===== src/rtl/freq_gate_controller.sv =====
// freq_gate_controller: gate window and result capture around the BCD counter.
// Optional leading-zero blanking on latch: FREQ_GATE_BLANK_LEADING_ZEROS_EN.
module freq_gate_controller #(
  parameter int DIGITS_NUM  = 6,
  parameter int GATE_CYCLES = 12000000
) (
  input  logic                    clk_in,
  input  logic                    reset_n_in,
  input  logic                    signal_in,
  output logic                    counter_reset_out,
  output logic                    counter_enable_out,
  input  logic [4*DIGITS_NUM-1:0] digits_in,
  input  logic                    carry_in,
  output logic [4*DIGITS_NUM-1:0] result_out,
  output logic                    overflow_out,
  output logic                    result_valid_out,
  output logic                    gate_active_out
);

  localparam int GW = $clog2(GATE_CYCLES);
  localparam logic [GW-1:0] GATE_LOAD = GW'(GATE_CYCLES - 1);

  typedef enum logic [1:0] {
    S_CLEAR,
    S_GATE,
    S_SETTLE,
    S_LATCH
  } state_t;

  state_t                  r_state;
  logic [GW-1:0]           r_gate_cnt;
  logic                    r_ovf_trk;
  logic                    r_cnt_rst;
  logic                    r_gate_act;
  logic [4*DIGITS_NUM-1:0] r_result;
  logic                    r_ovf;
  logic                    r_valid;

  logic                    r_sync1;
  logic                    r_sync2;
  logic                    r_sync3;

  logic                    w_rise;
  logic                    w_ovf_hit;
  logic [4*DIGITS_NUM-1:0] w_latch_val;

  // Two-flop synchroniser plus one flop of history for edge detection
  always_ff @(posedge clk_in or negedge reset_n_in) begin
    if (!reset_n_in) begin
      r_sync1 <= 1'b0;
      r_sync2 <= 1'b0;
      r_sync3 <= 1'b0;
    end else begin
      r_sync1 <= signal_in;
      r_sync2 <= r_sync1;
      r_sync3 <= r_sync2;
    end
  end

  assign w_rise = r_sync2 & ~r_sync3;

  // Only rises inside the gate reach the counter; others are dropped
  assign counter_enable_out = w_rise & (r_state == S_GATE);

  assign w_ovf_hit = carry_in & counter_enable_out;

  // Value captured at LATCH, optionally with leading zeros blanked
`ifdef FREQ_GATE_BLANK_LEADING_ZEROS_EN
  logic w_blank_run;

  always_comb begin
    w_latch_val = digits_in;
    w_blank_run = 1'b1;
    for (int i = DIGITS_NUM - 1; i > 0; i--) begin
      if (w_blank_run && (digits_in[4*i +: 4] == 4'd0)) begin
        w_latch_val[4*i +: 4] = 4'hF;
      end else begin
        w_blank_run = 1'b0;
      end
    end
  end
`else
  always_comb begin
    w_latch_val = digits_in;
  end
`endif

  // Measurement sequencer: CLEAR -> GATE -> SETTLE -> LATCH, repeating
  always_ff @(posedge clk_in or negedge reset_n_in) begin
    if (!reset_n_in) begin
      r_state    <= S_CLEAR;
      r_gate_cnt <= '0;
      r_ovf_trk  <= 1'b0;
      r_cnt_rst  <= 1'b1;
      r_gate_act <= 1'b0;
      r_result   <= '0;
      r_ovf      <= 1'b0;
      r_valid    <= 1'b0;
    end else begin
      r_valid <= 1'b0;
      unique case (r_state)
        S_CLEAR: begin
          r_state    <= S_GATE;
          r_gate_cnt <= GATE_LOAD;
          r_ovf_trk  <= 1'b0;
          r_cnt_rst  <= 1'b0;
          r_gate_act <= 1'b1;
        end
        S_GATE: begin
          if (w_ovf_hit) begin
            r_ovf_trk <= 1'b1;
          end
          if (r_gate_cnt == '0) begin
            r_state    <= S_SETTLE;
            r_gate_act <= 1'b0;
          end else begin
            r_gate_cnt <= r_gate_cnt - 1'b1;
          end
        end
        S_SETTLE: begin
          r_state <= S_LATCH;
        end
        S_LATCH: begin
          r_result  <= w_latch_val;
          r_ovf     <= r_ovf_trk;
          r_valid   <= 1'b1;
          r_cnt_rst <= 1'b1;
          r_state   <= S_CLEAR;
        end
        default: begin
          r_state <= S_CLEAR;
        end
      endcase
    end
  end

  assign counter_reset_out = r_cnt_rst;
  assign gate_active_out   = r_gate_act;
  assign result_out        = r_result;
  assign overflow_out      = r_ovf;
  assign result_valid_out  = r_valid;

endmodule


===== config.mk =====
export PLATFORM = sky130hd
export DESIGN_NAME = freq_gate_controller
export DESIGN_NICKNAME = d
export VERILOG_FILES = /design/src/rtl/freq_gate_controller.sv
export SDC_FILE = /design/constraint.sdc
export NUM_CORES = 1
export LEC_CHECK = 0
export ABC_AREA = 1
export CAP_MARGIN = 20
export CORE_MARGIN = 2
export CORE_UTILIZATION = 43
export CTS_CLUSTER_DIAMETER = 100
export CTS_CLUSTER_SIZE = 8
export DETAILED_ROUTE_END_ITERATION = 6
export GPL_ROUTABILITY_DRIVEN = 0
export PLACE_DENSITY = 0.68
export SLEW_MARGIN = 15
export SYNTH_ARGS = -nofsm -noshare
export SYNTH_HDL_FRONTEND = slang
export SYNTH_SLANG_ARGS = --single-unit
export TNS_END_PERCENT = 1

===== constraint.sdc =====
create_clock -name clk_in -period 2.15 [get_ports clk_in]
set_input_delay 0.43 -clock clk_in [delete_from_list [all_inputs] [get_ports clk_in]]
set_output_delay 0.43 -clock clk_in [all_outputs]
set_load 0.005 [all_outputs]

==> results of run 1 <==
[metrics by stage]
| step | power, mW | hold WS (ns) | instances | setup WS (ns) | instance area, um^2 |
|---|---|---|---|---|---|
| 2_1_floorplan | 1.12 | 0.134 | 368 | 0.587 | 2900 |
| 3_3_place_gp | 1.19 | 0.333 | 495 | 0.355 | 3540 |
| 3_5_place_dp | 1.19 | 0.335 | 495 | 0.298 | 3540 |
| 4_1_cts | 2.32 | 0.0947 | 510 | 0.245 | 3760 |
| 5_1_grt | 2.36 | 0.0989 | 510 | 0.0950 | 3760 |
| 6_report | 2.28 | 0.0647 | 510 | 0.275 | 3760 |
[state kept, by name (all words and copies together) (netlist names)]
| register | count |
|---|---|
| r_gate_cnt | 24 |
| result_out | 24 |
| r_state | 2 |
| counter_reset_out | 1 |
| gate_active_out | 1 |
| overflow_out | 1 |
| r_ovf_trk | 1 |
| r_sync1 | 1 |
| r_sync2 | 1 |
| r_sync3 | 1 |
| result_valid_out | 1 |
[worst max path at each step]
stage / startpoint / end / slack, ns / depth (start not counted)
after floorplan: r_state[1] / r_gate_cnt[15] / 0.59 / 10
after global placement: r_gate_cnt[0] / r_gate_cnt[12] / 0.36 / 7
final: r_state[1] / counter_enable_out / 0.27 / 5
after global routing: r_gate_cnt[0] / r_gate_cnt[12] / 0.1 / 7
after detailed placement: r_gate_cnt[0] / r_gate_cnt[12] / 0.30 / 7
after CTS: r_state[1] / counter_enable_out / 0.24 / 5
[report_power, final]
part           leakage (nW)  switching [mW]  internal, mW  total, mW
logic                  1.05          0.0279        0.0465     0.0744
registers             0.581        0.000875          1.09       1.10
clock network         0.115           0.421         0.688       1.11
[layer usage]
| layer | up-vias | GRT usage |
|---|---|---|
| met3 | 8 | 0.0799 |
| met2 | 83 | 0.309 |
| met1 | 1144 | 0.244 |
| li1 | 1276 | - |
| met5 | - | 0 |
| met4 | 0 | 0.0779 |
[cell families after synthesis]
| family | share of synthesized area |
|---|---|
| AND/OR/NAND/NOR | 0.344 |
| buffers and inverters | 0.0561 |
| flip-flops | 0.501 |
| AO/OA/AOI/OAI | 0.0522 |
| XOR/XNOR | 0.0211 |
| adder cells (fa/ha/maj) | 0.0259 |
[cell type report]
type	count	area, um^2
Clock buffer	14	193
Clock inverter	1	30.0
Fill cell	595	2660
Inverter	28	105
Multi-Input combinational cell	272	1280
Sequential cell	58	1450
Tap cell	77	96.3
Timing Repair Buffer	60	597
[repair_timing]
action                     CTS  global route
buffers inserted             0             0
setup endpoints to repair    1             0
gates resized for setup      1             0
[cells in the mapped netlist]
master,instances
clkbuf_1,5
buf_1,1
nand3_4,1
nor2_4,3
xnor2_1,1
nor2_1,33
dfstp_2,1
nand4_1,7
clkinv_1,1
nand3_1,32
nand2_2,2
o22ai_1,1
o21ai_0,20
buf_4,1
nand2_4,2
buf_2,1
nor2_2,5
nand2_1,147
inv_1,27
xor2_1,6
a21oi_4,1
buf_6,2
dfrtp_1,57
a22o_1,1
o21ai_1,3
a21oi_1,1
ha_1,6
[critical path, cell delays in order, from the launching register on]
cell and delay [ns]:
dfrtp_1 0.40, inv_1 0.10, ha_1 0.17, nand2_1 0.05, nor2_1 0.13, dlygate4sd2_1 0.27
==> impl_metrics.env, run 1 <==
export IMPL_dr_wl_met2_um=3010
export IMPL_yosysWarnings=0
export IMPL_final_util=0.585
export IMPL_final_cell_mix="147 x nand2_1, 57 x dfrtp_1, 54 x clkdlybuf4s50_1"
export IMPL_syn_area_um2=2900
export IMPL_ys_seq_area_frac=0.501
export IMPL_power_density_nw_per_um2=606
export IMPL_io_buffer_count=56
export IMPL_tightestPinTransition_ns=0.696
export IMPL_period_needed_ns=1.88
export IMPL_rsz0062_at_grt="no"
export IMPL_r2r_worst_path_cells=7
export IMPL_path_clk_slew_ns=0.07
export IMPL_die_area_um2=7420
export IMPL_final_hold_viol_count=0
export IMPL_worstHoldPathType="input port to asynchronous set/reset pin"
export IMPL_avgSynthCellArea_um2=7.88
export IMPL_start_util=0.452
export IMPL_fin_crit_sh=0.872
export IMPL_dp_hpwl_um=4660
export IMPL_syn2layout_area_growth_pct=29.6
export IMPL_grt_pass1_vias=2496
export IMPL_r2r_slack_ns=0.29
export IMPL_met1_length_um=3040
export IMPL_drt_first_pass_iters=4
export IMPL_routedWlPerCell_um=13.2
export IMPL_holdBufCountCts=0
export IMPL_cp_arrival_ns=1.45
export IMPL_yosys_area_top_type="dfrtp_1"
export IMPL_slew_headroom=0.533
export IMPL_grt_usage=0.198
export IMPL_cp_start_kind="flop"
export IMPL_cp_max_fo=3
export IMPL_cts_sinks=58
export IMPL_drive_gt1_frac=0.0808
export IMPL_drc=0
export IMPL_layout_nets=463
export IMPL_routed_wl_um=6730
export IMPL_max_freq_mhz=533
export IMPL_core_area_um2=6420
export IMPL_total_leakage_power_nw=1.74
export IMPL_highest_layer="met4"
export IMPL_rows=29
export IMPL_clock_skew_ns=0.00984
export IMPL_synth_nets=402
export IMPL_rr_startpoint="r_gate_cnt[0]"
export IMPL_io_pins=57
export IMPL_status="complete, no violations"
export IMPL_final_antenna_net_count=0
export IMPL_drt_iter0_drc=185
export IMPL_critPathKind="flop to primary output"
export IMPL_antenna_found_initial=0
export IMPL_cap_violations=0
export IMPL_cts_tree="yes"
export IMPL_slew_viol_final=0
export IMPL_numCtsBuffers=9
export IMPL_final_common_cell="nand2_1"
export IMPL_setup_viol=0
export IMPL_synth_distinct_cells=27
export IMPL_die_y_um=86.1
export IMPL_synth_seq_cells=58
export IMPL_fin_tns_setup_ns=0
export IMPL_clockRootBuffer="clkbuf_8"
export IMPL_synth_top_area_share=0.492
export IMPL_peakVddDrop_mv=0.308
export IMPL_die_w_um=86.1
export IMPL_rr_endpoint="r_gate_cnt[12]"
export IMPL_clock_path_buffers=2
export IMPL_grt_ovfl_total=0
export IMPL_clkLatencyLatePin_ns=0.34
export IMPL_h_tree_depth=3
export IMPL_cp_required_ns=1.72
export IMPL_synth_area_leaders="dfrtp_1 49%, nand2_1 19%, nand3_1 5.5%, nor2_1 4.3%, inv_1 3.5%"
export IMPL_dr_wl_met3_um=580
export IMPL_grt_pass1_wl_um=11500
export IMPL_antenna_cells=0
export IMPL_grt_max_degree=59
export IMPL_vias=2511
export IMPL_syn_inst=368
export IMPL_end_kind="primary output"
export IMPL_detail_route_vias_per_cell=4.92
(Power assumes the default switching activity.)
==> run 2: changes to the inputs <==
Settings changed: CORE_MARGIN 2 to 4, SKIP_LAST_GASP from default to 1.
==> run 2 against run 1 <==
Effect of this change:
- sequential share of layout area increased by 0.15 points
- critical path depth unchanged
- via count increased by 1.8%
- highest routed layer unchanged
- clock skew decreased by 0.0023 ns
- hold slack improved by 0.0089 ns
- non-clock buffer count unchanged
- largest cell class unchanged
==> impl_metrics.env, run 2 (same netlist as run 1, synthesis figures left out) <==
export IMPL_vias=2556
export IMPL_sw_frac_of_total=0.210
export IMPL_dp_hpwl_um=4890
export IMPL_path_clk_slew_ns=0.07
export IMPL_grt_pass1_wl_um=12300
export IMPL_io_buffer_count=56
export IMPL_r2r_worst_path_cells=8
export IMPL_r2r_slack_ns=0.26
export IMPL_grt_max_degree=59
export IMPL_seq_power_share=0.488
export IMPL_slew_headroom=0.522
export IMPL_layout_nets=463
export IMPL_drt_first_pass_iters=5
export IMPL_final_hold_viol_count=0
export IMPL_cts_tree="yes"
export IMPL_setup_viol=0
export IMPL_rr_startpoint="r_state[1]"
export IMPL_power_density_nw_per_um2=599
export IMPL_clock_skew_ns=0.00758
export IMPL_h_tree_depth=3
export IMPL_power_frac_comb=0.034
export IMPL_dp_cells=495
export IMPL_detail_route_vias_per_cell=5.00
export IMPL_rows=29
export IMPL_routedWlPerCell_um=13.8
export IMPL_grt_ovfl_total=0
export IMPL_cp_arrival_ns=1.47
export IMPL_clock_path_buffers=2
export IMPL_status="complete, no violations"
export IMPL_drt_iter0_drc=110
export IMPL_die_y_um=90.1
export IMPL_syn2layout_area_growth_pct=29.1
export IMPL_die_area_um2=8120
export IMPL_drive_gt1_frac=0.0783
export IMPL_rsz0062_at_grt="no"
export IMPL_tightestPinTransition_ns=0.713
export IMPL_final_cell_mix="147 x nand2_1, 57 x dfrtp_1, 54 x clkdlybuf4s50_1"
export IMPL_antenna_found_initial=0
export IMPL_final_common_cell="nand2_1"
export IMPL_die_w_um=90.1
export IMPL_total_leakage_power_nw=1.73
export IMPL_fin_crit_sh=0.883
export IMPL_rr_endpoint="r_gate_cnt[22]"
export IMPL_p_int_mw=1.77
export IMPL_antenna_cells=0
export IMPL_clockRootBuffer="clkbuf_8"
export IMPL_cts_sinks=58
export IMPL_critPathKind="flop to primary output"
export IMPL_peakVddDrop_mv=0.416
export IMPL_final_antenna_net_count=0
export IMPL_end_kind="primary output"
export IMPL_routed_wl_um=7040
export IMPL_finalNonFillerCells=511
export IMPL_cap_violations=0
export IMPL_drc=0
export IMPL_start_util=0.449
export IMPL_postCtsSetupBuffers=0
export IMPL_power_frac_clock=0.478
export IMPL_cp_start_kind="flop"
export IMPL_p_switching_mw=0.471
export IMPL_grt_usage=0.187
export IMPL_grt_pass1_vias=2569
export IMPL_cp_max_fo=3
export IMPL_period_needed_ns=1.90
export IMPL_core_area_um2=6460
export IMPL_numCtsBuffers=9
export IMPL_worstHoldPathType="input port to asynchronous set/reset pin"
export IMPL_max_freq_mhz=527
export IMPL_fin_tns_setup_ns=0
export IMPL_cp_required_ns=1.72
export IMPL_slew_viol_final=0
export IMPL_io_pins=57
export IMPL_clkLatencyLatePin_ns=0.34
export IMPL_final_util=0.580
-- run 2: cell types whose count changed in the layout (fill, tap and decap cells not counted), sizes merged --
cell    delta
clkinv     +1
-- run 2: area by class of cell --
class / instances / area [um^2]
sequential: 58 / 1450
timing repair buffer: 60 / 597
tap: 77 / 96.3
clock buffer: 14 / 173
inverter: 28 / 105
fill: 600 / 2720
clock inverter: 2 / 35.0
multi-input combinational: 272 / 1280
-- run 2: what timing repair did --
action                                 CTS  global route
setup endpoints to repair                1             0
endpoints found under the hold margin    0             0
resized for setup                        1             0
hold buffers                             0             0
-- run 2: worst max-delay path by stage --
| stage | end | cells after the start | from |
|---|---|---|---|
| floorplan | r_gate_cnt[15] | 10 | r_state[1] |
| CTS | counter_enable_out | 5 | r_state[1] |
| global route | r_gate_cnt[15] | 9 | r_state[1] |
| finish | counter_enable_out | 5 | r_state[1] |
| detailed placement | r_gate_cnt[22] | 8 | r_state[1] |
| global placement | r_gate_cnt[22] | 8 | r_state[1] |
-- run 2: critical path: stages (launching register included) --
cell,delay (ns)
dfrtp_1,0.40
inv_1,0.11
ha_1,0.17
nand2_1,0.05
nor2_1,0.11
dlygate4sd2_1,0.28
-- run 2: power by group through the flow --
stage,Sequential [mW],Clock (mW),Combinational (mW)
CTS,1.09,1.09,0.0783
global placement,1.12,0,0.0781
finish,1.10,1.07,0.0760
detailed placement,1.12,0,0.0789
global route,1.09,1.15,0.0842
floorplan,1.12,0,0.00127
-- run 2: through the flow --
stage          cell area [um^2]  power [mW]  hold WS, ns  worst slack [ns]
5_1_grt                    3740        2.33       0.0865             0.114
6_report                   3740        2.24       0.0736             0.252
3_3_place_gp               3540        1.19        0.336             0.351
2_1_floorplan              2900        1.12        0.134             0.587
3_5_place_dp               3540        1.19        0.339             0.270
4_1_cts                    3740        2.27       0.0928             0.220
-- run 2: metal layers --
| layer | GRT usage | up-vias | wire length, um |
|---|---|---|---|
| met5 | 0 | - | 0 |
| met4 | 0.0727 | 0 | 128 |
| met3 | 0.0893 | 11 | 813 |
| met2 | 0.278 | 92 | 3060 |
| met1 | 0.235 | 1174 | 3040 |
| li1 | - | 1279 | - |
==> RTL change, RTL diff (flow settings as in run 2) <==
Encoding of `state_t`: now one-hot (4 bits for 4 states).
--- a/src/rtl/freq_gate_controller.sv
+++ b/src/rtl/freq_gate_controller.sv
@@ -21,9 +21,9 @@
   localparam logic [GW-1:0] GATE_LOAD = GW'(GATE_CYCLES - 1);
 
-  typedef enum logic [1:0] {
-    S_CLEAR,
-    S_GATE,
-    S_SETTLE,
-    S_LATCH
+  typedef enum logic [3:0] {
+    S_CLEAR  = 4'b0001,
+    S_GATE   = 4'b0010,
+    S_SETTLE = 4'b0100,
+    S_LATCH  = 4'b1000
   } state_t;
 
Formal check against the unedited RTL: no difference found for any inputs over 10 cycles, from zero or initial values and one cycle with reset_n_in low; not proved beyond that.
==> RTL change against run 2 <==
  * Final area up 2.2%
  * Critical endpoint unchanged
  * Largest power group unchanged
  * Count of clock-buffer cells in the layout down 4
  * Total power up 3.1%
  * Area after synthesis up 2.1%
  * Fmax is 1.9% higher
  * Critical path type unchanged
  * Setup slack improved by 0.035 ns
  * Routed wire length is 1.8% lower
  * Sequential cell count rose by 2
  * Synthesized cell count increased by 4.1%
==> RTL change: results (changes against run 2) <==
Status: finished, final reports clean
Non-clock buffer count: 62 (+3.3%)
Vias in the first global route: 2515 (-2.1%)
Dominant cells by area after synthesis: dfrtp_1 (49%), nand2_1 (19%), nand3_1 (5.9%), nor2_1 (5.7%), inv_1 (3.9%)
M2 GR Usage: 28.4% (+0.57 points)
Clock buf count: 10 (-4)
Post-Place Cell Area: 3600 sq um (+1.9%)
Fin cells: 530 (+3.7%)
Met1 wire length: 3.17 mm (+4.2%)
Non-clk invs: 33 (+18%)
Non-Clock Buffer Area Fraction: 16.0% (+0.043 points)
Post-CTS setup buffer count: 1 (+1)
Drt initial violations: 182 (+65%)
Share of layout cells above drive strength 1: 8.61% (+0.78 points)
Clock power frac: 47.7% (about the same)
Global-route wire length before repair: 12.0 mm (-2.7%)
Multi-input gate share of total cell area: 33.3% (-1.0 points)
Gates resized, CTS repair: 2 (+1)
Met3 GRT Util: 5.62% (-3.3 points)
Multi-input logic area: 1270 sq um (-0.78%)
Clock Sinks: 60 (+3.4%)
Top post-synthesis cells by count: nand2_1 (153), dfrtp_1 (58), nor2_1 (45)
Register Area: 1500 sq um (+3.5%)
Mapped Nets: 413 (+2.7%)
Synth Instances: 383 (+4.1%)
Leakage: 1.82 nW (+4.8%)
Multi-input gates: 282 (+3.7%)
Int Power: 1.83 mW (+3.4%)
CP Data Arrival Time: 1.43 ns (-0.04 ns)
Pre-antenna DRT Iters: 4 (-1)
VDD IR-drop max: 0.312 mV (-25%)
Clock skew: 0.0121 ns (+0.00447 ns)
GR Layer Usage met1: 23.3% (-0.20 points)
# fillers: 606 (+1.0%)
DP HPWL: 4.97 mm (+1.6%)
Synth cell types: 26 (-3.7%)
Relative max-transition margin: 68.1% (+16 points)
Met3 routed WL: 464 um (-43%)
Switching Power: 480 uW (+1.8%)
Adder-cell share of the synthesized area: 0.845% (-1.7 points)
Post-placement cell count: 513 (+3.6%)
Routed wl met2: 3.17 mm (+3.7%)
Nets: 478 (+3.2%)
Fin util: 58.6% (+0.64 points)
Clk cell area share: 5.66% (+0.11 points)
Wire per inst: 13.0 um (-5.4%)
Synth Area in XOR/XNOR: 1.48% (-0.64 points)
Synth Area in Compound Gates: 4.27% (-0.95 points)
==> RTL change: cell count changes in the layout (fill, tap and decap cells not counted), moves of 2 or more <==
cell / change
nand2_1: +6
o21ai_1: -2
nor2_1: +12
nor3_1: +3
nand2_2: -2
nand3_1: +3
ha_1: -4
inv_1: +3
clkbuf_8: -3
nor2_4: -2
inv_2: +3
clkinvlp_4: +2
nand4_1: -2
buf_4: +2
==> RTL change: worst paths after layout <==
| check | from | endpoint | slack (ns) | cells after the start |
|---|---|---|---|---|
| max in group asynchronous | reset_n_in | counter_reset_out | 1.75 | 2 |
| worst min register to register | r_sync1 | r_sync2 | 0.36 | 0 |
| worst min-delay path | reset_n_in | result_out[0] | 0.09 | 2 |
| min in group clk_in | r_sync1 | r_sync2 | 0.36 | 0 |
| worst max-delay path | r_state[2] | counter_enable_out | 0.29 | 6 |
| worst max register to register | r_gate_cnt[0] | r_gate_cnt[22] | 0.39 | 7 |
